**src/rtl/bist_pkg.sv**
```systemverilog
// Shared March C- definitions: states, element encoding and the
// per-element operation table used by the sequencer.
package bist_pkg;

  localparam int n_elem = 6;

  typedef enum logic [1:0] {
    IDLE,
    RUN,
    DRAIN,
    DONE
  } state_t;

  typedef enum logic [2:0] {
    EL_W0      = 3'd0,
    EL_R0W1_UP = 3'd1,
    EL_R1W0_UP = 3'd2,
    EL_R0W1_DN = 3'd3,
    EL_R1W0_DN = 3'd4,
    EL_R0      = 3'd5
  } elem_t;

  localparam logic [2:0] elem_last = EL_R0;

  typedef struct packed {
    logic two_ops;
    logic wr0;
    logic wr1;
    logic d0;
    logic d1;
    logic down;
  } elem_info_t;

  // d0/d1 are the write value or the expected read value of each op
  function automatic elem_info_t elem_info(input logic [2:0] e);
    elem_info_t i;
    i = '0;
    unique case (e)
      EL_W0:      i = 6'b010000;
      EL_R0W1_UP: i = 6'b101010;
      EL_R1W0_UP: i = 6'b101100;
      EL_R0W1_DN: i = 6'b101011;
      EL_R1W0_DN: i = 6'b101101;
      EL_R0:      i = 6'b000000;
      default:    i = 6'b000000;
    endcase
    return i;
  endfunction

endpackage

```
**src/rtl/march_addr_counter.sv**
```systemverilog
// Up/down address counter with start-address load and
// terminal-count flag for the current direction.
module march_addr_counter #(
  parameter int a_width = 4
) (
  input  logic               clk,
  input  logic               rst,
  input  logic               load,
  input  logic               load_down,
  input  logic               step,
  input  logic               down,
  output logic [a_width-1:0] addr,
  output logic               tc
);

  localparam logic [a_width-1:0] one = 1;

  always_ff @(posedge clk or negedge rst) begin
    if (!rst) begin
      addr <= '0;
    end else if (load) begin
      addr <= load_down ? '1 : '0;
    end else if (step) begin
      addr <= down ? addr - one : addr + one;
    end
  end

  assign tc = down ? (addr == '0) : (addr == '1);

endmodule

```
**src/rtl/march_sequencer.sv**
```systemverilog
// March C- BIST scheduler: drives the memory port, checks reads one
// cycle later and records the first failure.
module march_sequencer
  import bist_pkg::*;
#(
  parameter int a_width      = 4,
  parameter int width        = 4,
  parameter int stop_on_fail = 0
) (
  input  logic               clk,
  input  logic               rst,
  input  logic               start,
  output logic [a_width-1:0] mem_addr,
  output logic               mem_wr,
  output logic               mem_rd,
  output logic [width-1:0]   mem_wdata,
  input  logic [width-1:0]   mem_rdata,
  output logic               busy,
  output logic               done,
  output logic               fail,
  output logic [a_width-1:0] fail_addr,
  output logic [2:0]         fail_elem,
  output logic [width-1:0]   fail_data
);

  state_t             state, state_n;
  logic [2:0]         elem, elem_n;
  logic               op_sel, op_sel_n;
  elem_info_t         info, info_n;
  logic               ld, ld_down, step, tc;
  logic [a_width-1:0] addr;
  logic               issue, cur_wr, cur_d;
  logic               last_op, go, mismatch;

  logic               chk_v;
  logic [width-1:0]   chk_exp;
  logic [a_width-1:0] chk_addr;
  logic [2:0]         chk_elem;

  march_addr_counter #(.a_width(a_width)) u_cnt (
    .clk      (clk),
    .rst      (rst),
    .load     (ld),
    .load_down(ld_down),
    .step     (step),
    .down     (info.down),
    .addr     (addr),
    .tc       (tc)
  );

  always_comb begin
    info     = elem_info(elem);
    info_n   = elem_info(elem + 3'd1);
    issue    = (state == RUN);
    cur_wr   = op_sel ? info.wr1 : info.wr0;
    cur_d    = op_sel ? info.d1 : info.d0;
    last_op  = !info.two_ops || op_sel;
    go       = ((state == IDLE) || (state == DONE)) && start;
    mismatch = chk_v && (mem_rdata != chk_exp);
  end

  always_comb begin
    state_n  = state;
    elem_n   = elem;
    op_sel_n = op_sel;
    ld       = 1'b0;
    ld_down  = 1'b0;
    step     = 1'b0;
    unique case (state)
      IDLE, DONE: begin
        if (start) begin
          state_n  = RUN;
          elem_n   = 3'd0;
          op_sel_n = 1'b0;
          ld       = 1'b1;
        end
      end
      RUN: begin
        if ((stop_on_fail != 0) && mismatch) begin
          state_n = DONE;
        end else if (!last_op) begin
          op_sel_n = 1'b1;
        end else begin
          op_sel_n = 1'b0;
          if (!tc) begin
            step = 1'b1;
          end else if (elem == elem_last) begin
            state_n = DRAIN;
          end else begin
            elem_n  = elem + 3'd1;
            ld      = 1'b1;
            ld_down = info_n.down;
          end
        end
      end
      DRAIN:   state_n = DONE;
      default: state_n = IDLE;
    endcase
  end

  always_ff @(posedge clk or negedge rst) begin
    if (!rst) begin
      state  <= IDLE;
      elem   <= 3'd0;
      op_sel <= 1'b0;
    end else begin
      state  <= state_n;
      elem   <= elem_n;
      op_sel <= op_sel_n;
    end
  end

  // read context is registered so the compare lines up with mem_rdata
  always_ff @(posedge clk or negedge rst) begin
    if (!rst) begin
      chk_v     <= 1'b0;
      chk_exp   <= '0;
      chk_addr  <= '0;
      chk_elem  <= 3'd0;
      fail      <= 1'b0;
      fail_addr <= '0;
      fail_elem <= 3'd0;
      fail_data <= '0;
    end else begin
      chk_v <= issue && !cur_wr;
      if (issue && !cur_wr) begin
        chk_exp  <= {width{cur_d}};
        chk_addr <= addr;
        chk_elem <= elem;
      end
      if (go) begin
        fail      <= 1'b0;
        fail_addr <= '0;
        fail_elem <= 3'd0;
        fail_data <= '0;
      end else if (mismatch && !fail) begin
        fail      <= 1'b1;
        fail_addr <= chk_addr;
        fail_elem <= chk_elem;
        fail_data <= mem_rdata;
      end
    end
  end

  assign mem_addr  = addr;
  assign mem_wr    = issue && cur_wr;
  assign mem_rd    = issue && !cur_wr;
  assign mem_wdata = (issue && cur_wr) ? {width{cur_d}} : '0;
  assign busy      = (state == RUN) || (state == DRAIN);
  assign done      = (state == DONE);

endmodule

```
**config.mk**
```make
export PLATFORM = sky130hd
export DESIGN_NAME = march_sequencer
export DESIGN_NICKNAME = d
export VERILOG_FILES = /design/src/rtl/bist_pkg.sv /design/src/rtl/march_addr_counter.sv /design/src/rtl/march_sequencer.sv
export SDC_FILE = /design/constraint.sdc
export NUM_CORES = 1
export LEC_CHECK = 0
export ABC_AREA = 1
export CORE_ASPECT_RATIO = 1.1
export CORE_MARGIN = 2
export CORE_UTILIZATION = 52
export DETAILED_ROUTE_END_ITERATION = 10
export GPL_TIMING_DRIVEN = 0
export PLACE_DENSITY = 0.84
export SLEW_MARGIN = 25
export SYNTH_ARGS = -nofsm -noshare
export SYNTH_HDL_FRONTEND = slang
export SYNTH_SLANG_ARGS = --single-unit
```
**constraint.sdc**
```tcl
create_clock -name clk -period 5.9 [get_ports clk]
set_clock_uncertainty 0.1 [all_clocks]
set_input_delay 1.77 -clock clk [delete_from_list [all_inputs] [get_ports clk]]
set_output_delay 1.77 -clock clk [all_outputs]
set_load 0.02 [all_outputs]
```
==> results of run 1 <==
flip-flops by register name, summed over array words and instances (netlist names), 2 cells and up:
signal / cells
fail_data: 4
fail_addr: 4
elem: 3
u_cnt.addr: 4
state: 2
chk_addr: 4
fail_elem: 3
chk_elem: 3
cell usage in the layout, fill, tap and decap left out, drive strengths merged, types with 2 or more instances in the layout:
cell type      instances
a21o                   2
a21oi                  3
buf                    7
clkbuf                 9
clkdlybuf4s50         29
dfrtp                 31
ha                    11
inv                   21
nand2                 66
nand3                 31
nor2                   9
nor3                   2
o21ai                 20
o31ai                  2
xor2                   2
metrics by stage:
step	cell area, um^2	setup slack [ns]	utilization
after global routing	2270	1.01	0.671
after detailed placement	2220	1.61	0.654
after CTS	2270	1.22	0.671
after global placement	2220	1.70	0.656
after floorplan	1860	2.00	-
final	2270	1.22	0.671
routing by layer:
metal  part of all wire  up-vias  GRT usage  wire [um]
met5                  0        -          0          0
met4              0.019        0     0.0924         69
met3              0.038       10     0.0602        135
met2               0.52       33      0.351       1830
met1               0.43      713      0.218       1510
li1                   -      779          -          -
worst max-delay path by stage:
stage,slack [ns],to
2_1_floorplan,2.00,mem_wdata[1]
3_3_place_gp,1.70,mem_wdata[3]
3_5_place_dp,1.61,mem_wdata[2]
4_1_cts,1.22,mem_wdata[2]
5_1_grt,1.01,mem_wdata[2]
6_report,1.22,mem_wdata[2]
report_power, final:
part	internal (mW)	switching, mW	leakage (nW)
clock network	0.0551	0.0742	0.0341
logic	0.303	0.462	0.689
registers	0.297	0.0637	0.409
total	0.655	0.599	1.13
synth_stat cells:
cell | number | share of area
nand2_1 | 52 | 0.10
dfrtp_1 | 31 | 0.42
nand3_1 | 29 | 0.078
inv_1 | 17 | 0.034
ha_1 | 11 | 0.074
nor2_1 | 8 | 0.016
o21ai_2 | 8 | 0.038
nand2_2 | 7 | 0.024
nand2_4 | 7 | 0.042
o21ai_0 | 6 | 0.016
o21ai_1 | 5 | 0.013
a21oi_1 | 3 | 0.0081
buf_4 | 3 | 0.012
clkbuf_1 | 3 | 0.0061
a21o_1 | 2 | 0.0081
buf_6 | 2 | 0.012
inv_2 | 2 | 0.0040
nand3_2 | 2 | 0.011
nor3_1 | 2 | 0.0054
o31ai_1 | 2 | 0.0081
xor2_1 | 2 | 0.0094
a211oi_1 | 1 | 0.0040
buf_2 | 1 | 0.0027
fa_1 | 1 | 0.011
inv_4 | 1 | 0.0034
inv_6 | 1 | 0.0047
nand4_2 | 1 | 0.0067
nor2_4 | 1 | 0.0061
o2111ai_1 | 1 | 0.0047
o21ai_4 | 1 | 0.0087
o22ai_1 | 1 | 0.0034
or2_2 | 1 | 0.0034
cell type report:
class,count,area (um^2),area share
multi-input cells,154,937,0.412
flip-flops and latches,31,776,0.341
repair buffers,30,295,0.130
inverters,21,86.3,0.0380
plain buffers,9,61.3,0.0270
well taps,48,60.1,0.0264
clock buffers,6,51.3,0.0226
clock inverters,1,5.00,0.00220
worst max-delay path, delay by kind of cell (launching register included):
kind	cells	cell delay, ns
compound gates	3	0.36
fa+ha+maj	1	0.20
buf+inv	4	0.99
flops	1	0.44
simple gates	2	0.47
cells by family after synthesis:
| logic type | count (synthesis) | synth area share |
|---|---|---|
| compound gates | 30 | 0.112 |
| xor+xnor | 2 | 0.00942 |
| fa+ha+maj | 12 | 0.0847 |
| buf+inv | 30 | 0.0794 |
| flops | 31 | 0.417 |
| simple gates | 110 | 0.297 |
==> flow_metrics.tcl, run 1 <==
set metrics [dict create \
    n_fill_cell 279 \
    post_cts_resized 0 \
    hold_class "reg -> reg" \
    wl_per_cell_um 11.8 \
    antenna_found_initial 0 \
    totalWireLength_mm 3.54 \
    ys_seq_area_frac 0.417 \
    die_h_um 66.7 \
    maxCapViolations 0 \
    hold_viol 0 \
    synth_cells 215 \
    finalSetupViolCount 0 \
    core.rowCount 22 \
    crit_start "elem[0]" \
    yosysWarnings 0 \
    syn_to_final_growth_pct 22.1 \
    required_ns 4.03 \
    crit_arrival_ns 2.81 \
    layout.nets 271 \
    max-slew-margin-rel 0.550 \
    rsz0062_at_grt "no" \
    hold_path_end "chk_elem[0]" \
    cts_tree "done" \
    cts.sinks 31 \
    clkLatencyLatePin_ns 0.34 \
    grtUsageTotal 0.202 \
    hold_depth 2 \
    portBuffers 30 \
    slew_violations 0 \
    avgSynthCellArea_um2 8.65 \
    vias 1535 \
    crit_slowest_cell "clkdlybuf4s50_1" \
    grt_pass1_vias 1467 \
    p_total_mw 1.25 \
    syn-num-nets 234 \
    place_hpwl_mm 2.70 \
    cts_max_level 2 \
    grt_max_degree 32 \
    io_pins 31 \
    startpoint_type "register" \
    timing.rr.start "elem[0]" \
    fin_cells 300 \
    finalCritPeriodShare 0.793 \
    power.leakage_nw 1.13 \
    drcViolationCount 0 \
    peakVddDrop_v 0.000269 \
    max_stage_delay_ns 0.59 \
    drtPass1Iterations 4 \
    synth.cell_area_um2 1860 \
    initial_utilization 0.550 \
    max_freq_mhz 214 \
    crit_type "reg -> out" \
    hold_ws_ns 0.393 \
    drtIter0Drc 55 \
    fin_crit_ns 4.68 \
    place_inst 293 \
    ant_nets 0 \
    post_cts_buffers 0 \
    path_cells "inv_1, ha_1, inv_1, nand2_2, o21ai_0, a21oi_1, o21ai_0, nor3_1, buf_4, clkdlybuf4s50_1" \
    numCtsBuffers 5 \
    r2r_end "u_cnt.addr[3]" \
    diodes 0 \
    cts_buffer_depth 2 \
    dieArea_um2 4070 \
    tightest_slew_ns 0.675 \
    viasPerCell 5.12 \
    gp_congestion 0.811 \
    r2r_setup_slack_ns 3.81 \
    ys_ff_latch 31 \
    rr_worst_depth 13 \
    min_from "chk_elem[0]" \
    path_clk_slew_ns 0.09 \
    clockRootBuffer "clkbuf_4" \
    critPathMaxFanout 5 \
    die_w_um 61.0 \
    power_density_nw_per_um2 552 \
    endpoint_kind "output pin" \
    holdBufCountCts 0 \
    outcome "finished, final reports clean" \
    tns_ns 0 \
    core_area_um2 3390 \
    grt_pass1_wl_mm 6.06 \
    drive_gt1_frac 0.183 \
    synth_cell_type_count 32 \
    grt_overflow 0 \
]
Power figures use the tool's default switching activity.
==> run 2, diff against run 1 <==
--- a/config.mk
+++ b/config.mk
@@ -8,10 +8,10 @@
 export ABC_AREA = 1
 export CORE_ASPECT_RATIO = 1.1
 export CORE_MARGIN = 2
-export CORE_UTILIZATION = 52
+export CORE_UTILIZATION = 48
 export DETAILED_ROUTE_END_ITERATION = 10
 export GPL_TIMING_DRIVEN = 0
-export PLACE_DENSITY = 0.84
+export PLACE_DENSITY = 0.82
 export SLEW_MARGIN = 25
 export SYNTH_ARGS = -nofsm -noshare
 export SYNTH_HDL_FRONTEND = slang
==> constraint.sdc (replaced) <==
create_clock -name clk -period 4.24 [get_ports clk]
set_clock_uncertainty 0.1 [all_clocks]
set_input_delay 1.272 -clock clk [delete_from_list [all_inputs] [get_ports clk]]
set_output_delay 1.272 -clock clk [all_outputs]
set_load 0.02 [all_outputs]
==> flow_metrics.tcl, run 2 (synthesis results as in run 1) <==
set metrics [dict create \
    hold_class "reg -> reg" \
    place_hpwl_mm 2.65 \
    tightest_slew_ns 0.695 \
    io_pins 31 \
    fin_crit_ns 3.91 \
    pre_cts_slack_ns 0.510 \
    grt_max_degree 32 \
    initial_utilization 0.505 \
    core_area_um2 3680 \
    clockRootBuffer "clkbuf_8" \
    finalSetupViolCount 0 \
    grtUsageTotal 0.173 \
    diodes 0 \
    vias 1515 \
    power_density_nw_per_um2 797 \
    drtPass1Iterations 4 \
    portBuffers 30 \
    grt_pass1_vias 1486 \
    wl_per_cell_um 11.3 \
    cts_buffer_depth 2 \
    layout_common_cells "52 x nand2_1, 31 x dfrtp_1, 29 x nand3_1, 29 x clkdlybuf4s50_1, 17 x inv_1" \
    path_clk_slew_ns 0.07 \
    tns_ns 0 \
    maxCapViolations 0 \
    cts_tree "done" \
    cts.sinks 31 \
    ant_nets 0 \
    drcViolationCount 0 \
    max_freq_mhz 256 \
    antenna_found_initial 0 \
    grt_overflow 0 \
    max-slew-margin-rel 0.537 \
    hold_viol 0 \
    core.rowCount 23 \
    startpoint_type "register" \
    crit_arrival_ns 2.54 \
    die_w_um 63.4 \
    die_h_um 69.3 \
    crit_type "reg -> out" \
    syn_to_final_growth_pct 25.8 \
    p_total_mw 1.87 \
    hold_ws_ns 0.387 \
    totalWireLength_mm 3.42 \
    timing.rr.start "elem[1]" \
    finalCritPeriodShare 0.922 \
    slew_violations 0 \
    drtIter0Drc 64 \
    min_from "chk_addr[3]" \
    final.setup.worst_slack_ns 0.331 \
    power.leakage_nw 1.16 \
    viasPerCell 5.00 \
    holdBufCountCts 0 \
    peakVddDrop_v 0.000482 \
    critPathMaxFanout 5 \
    drive_gt1_frac 0.190 \
    rsz0062_at_grt "no" \
    clkLatencyLatePin_ns 0.28 \
    crit_start "elem[0]" \
    endpoint_kind "output pin" \
    gp_congestion 0.863 \
    layout_commonest_cell "nand2_1" \
    outcome "finished, final reports clean" \
    layout.nets 271 \
    post_cts_buffers 0 \
    dieArea_um2 4390 \
    cts_max_level 2 \
    numCtsBuffers 5 \
    grt_pass1_wl_mm 6.22 \
    required_ns 2.87 \
]
run 2: changes by cell type in the layout (fill, tap and decap cells not counted):
cell / delta
bufinv_16: +1
nor3_1: -1
clkbuf_4: -5
clkbuf_8: +5
nor3_2: +1
run 2: area by class of cell:
cell class / count / area (um^2)
Buffer: 9 / 61.3
Timing Repair Buffer: 30 / 295
Tap cell: 50 / 62.6
Clock buffer: 6 / 82.6
Fill cell: 324 / 1340
Sequential cell: 31 / 776
Multi-Input combinational cell: 154 / 942
Inverter: 21 / 86.3
Clock inverter: 2 / 35.0
run 2: worst paths after layout:
check | end | slack, ns | cells past startpoint
max in group asynchronous | chk_addr[2] | 2.66 | 1
min in group asynchronous | chk_elem[2] | 0.94 | 1
worst max-delay path | mem_wdata[1] | 0.33 | 10
worst min-delay path | chk_addr[3] | 0.39 | 2
worst max register to register | u_cnt.addr[3] | 2.15 | 12
worst min register to register | chk_addr[3] | 0.39 | 2
run 2: report_power, final:
group / switching (mW) / internal [mW]
Sequential: 0.0922 / 0.414
Clock: 0.109 / 0.190
Combinational: 0.639 / 0.423
run 2: worst max-delay path: stages, from the launching register on:
cell and delay, ns:
dfrtp_1 0.43, inv_1 0.14, ha_1 0.19, inv_1 0.07, nand2_2 0.08, o21ai_0 0.08, a21oi_1 0.14, o21ai_0 0.15
nor3_2 0.23, buf_4 0.15, clkdlybuf4s50_1 0.59
run 2: stage by stage:
stage               std cells  utilization  cell area [um^2]
floorplan                 215            -              1860
global placement          295        0.604              2220
detailed placement        295        0.602              2220
CTS                       303        0.634              2340
global route              303        0.636              2340
finish                    303        0.636              2340
run 2: timing repair:
action,CTS,global route
endpoints found under the hold margin,0,0
resized for setup,0,1
setup endpoints to repair,0,3
run 2: layer usage:
metal | up-vias | share of wire | global-route usage
met5 | - | 0 | 0
met4 | 0 | 0.011 | 0.0531
met3 | 6 | 0.048 | 0.0471
met2 | 32 | 0.52 | 0.305
met1 | 708 | 0.42 | 0.203
li1 | 769 | - | -
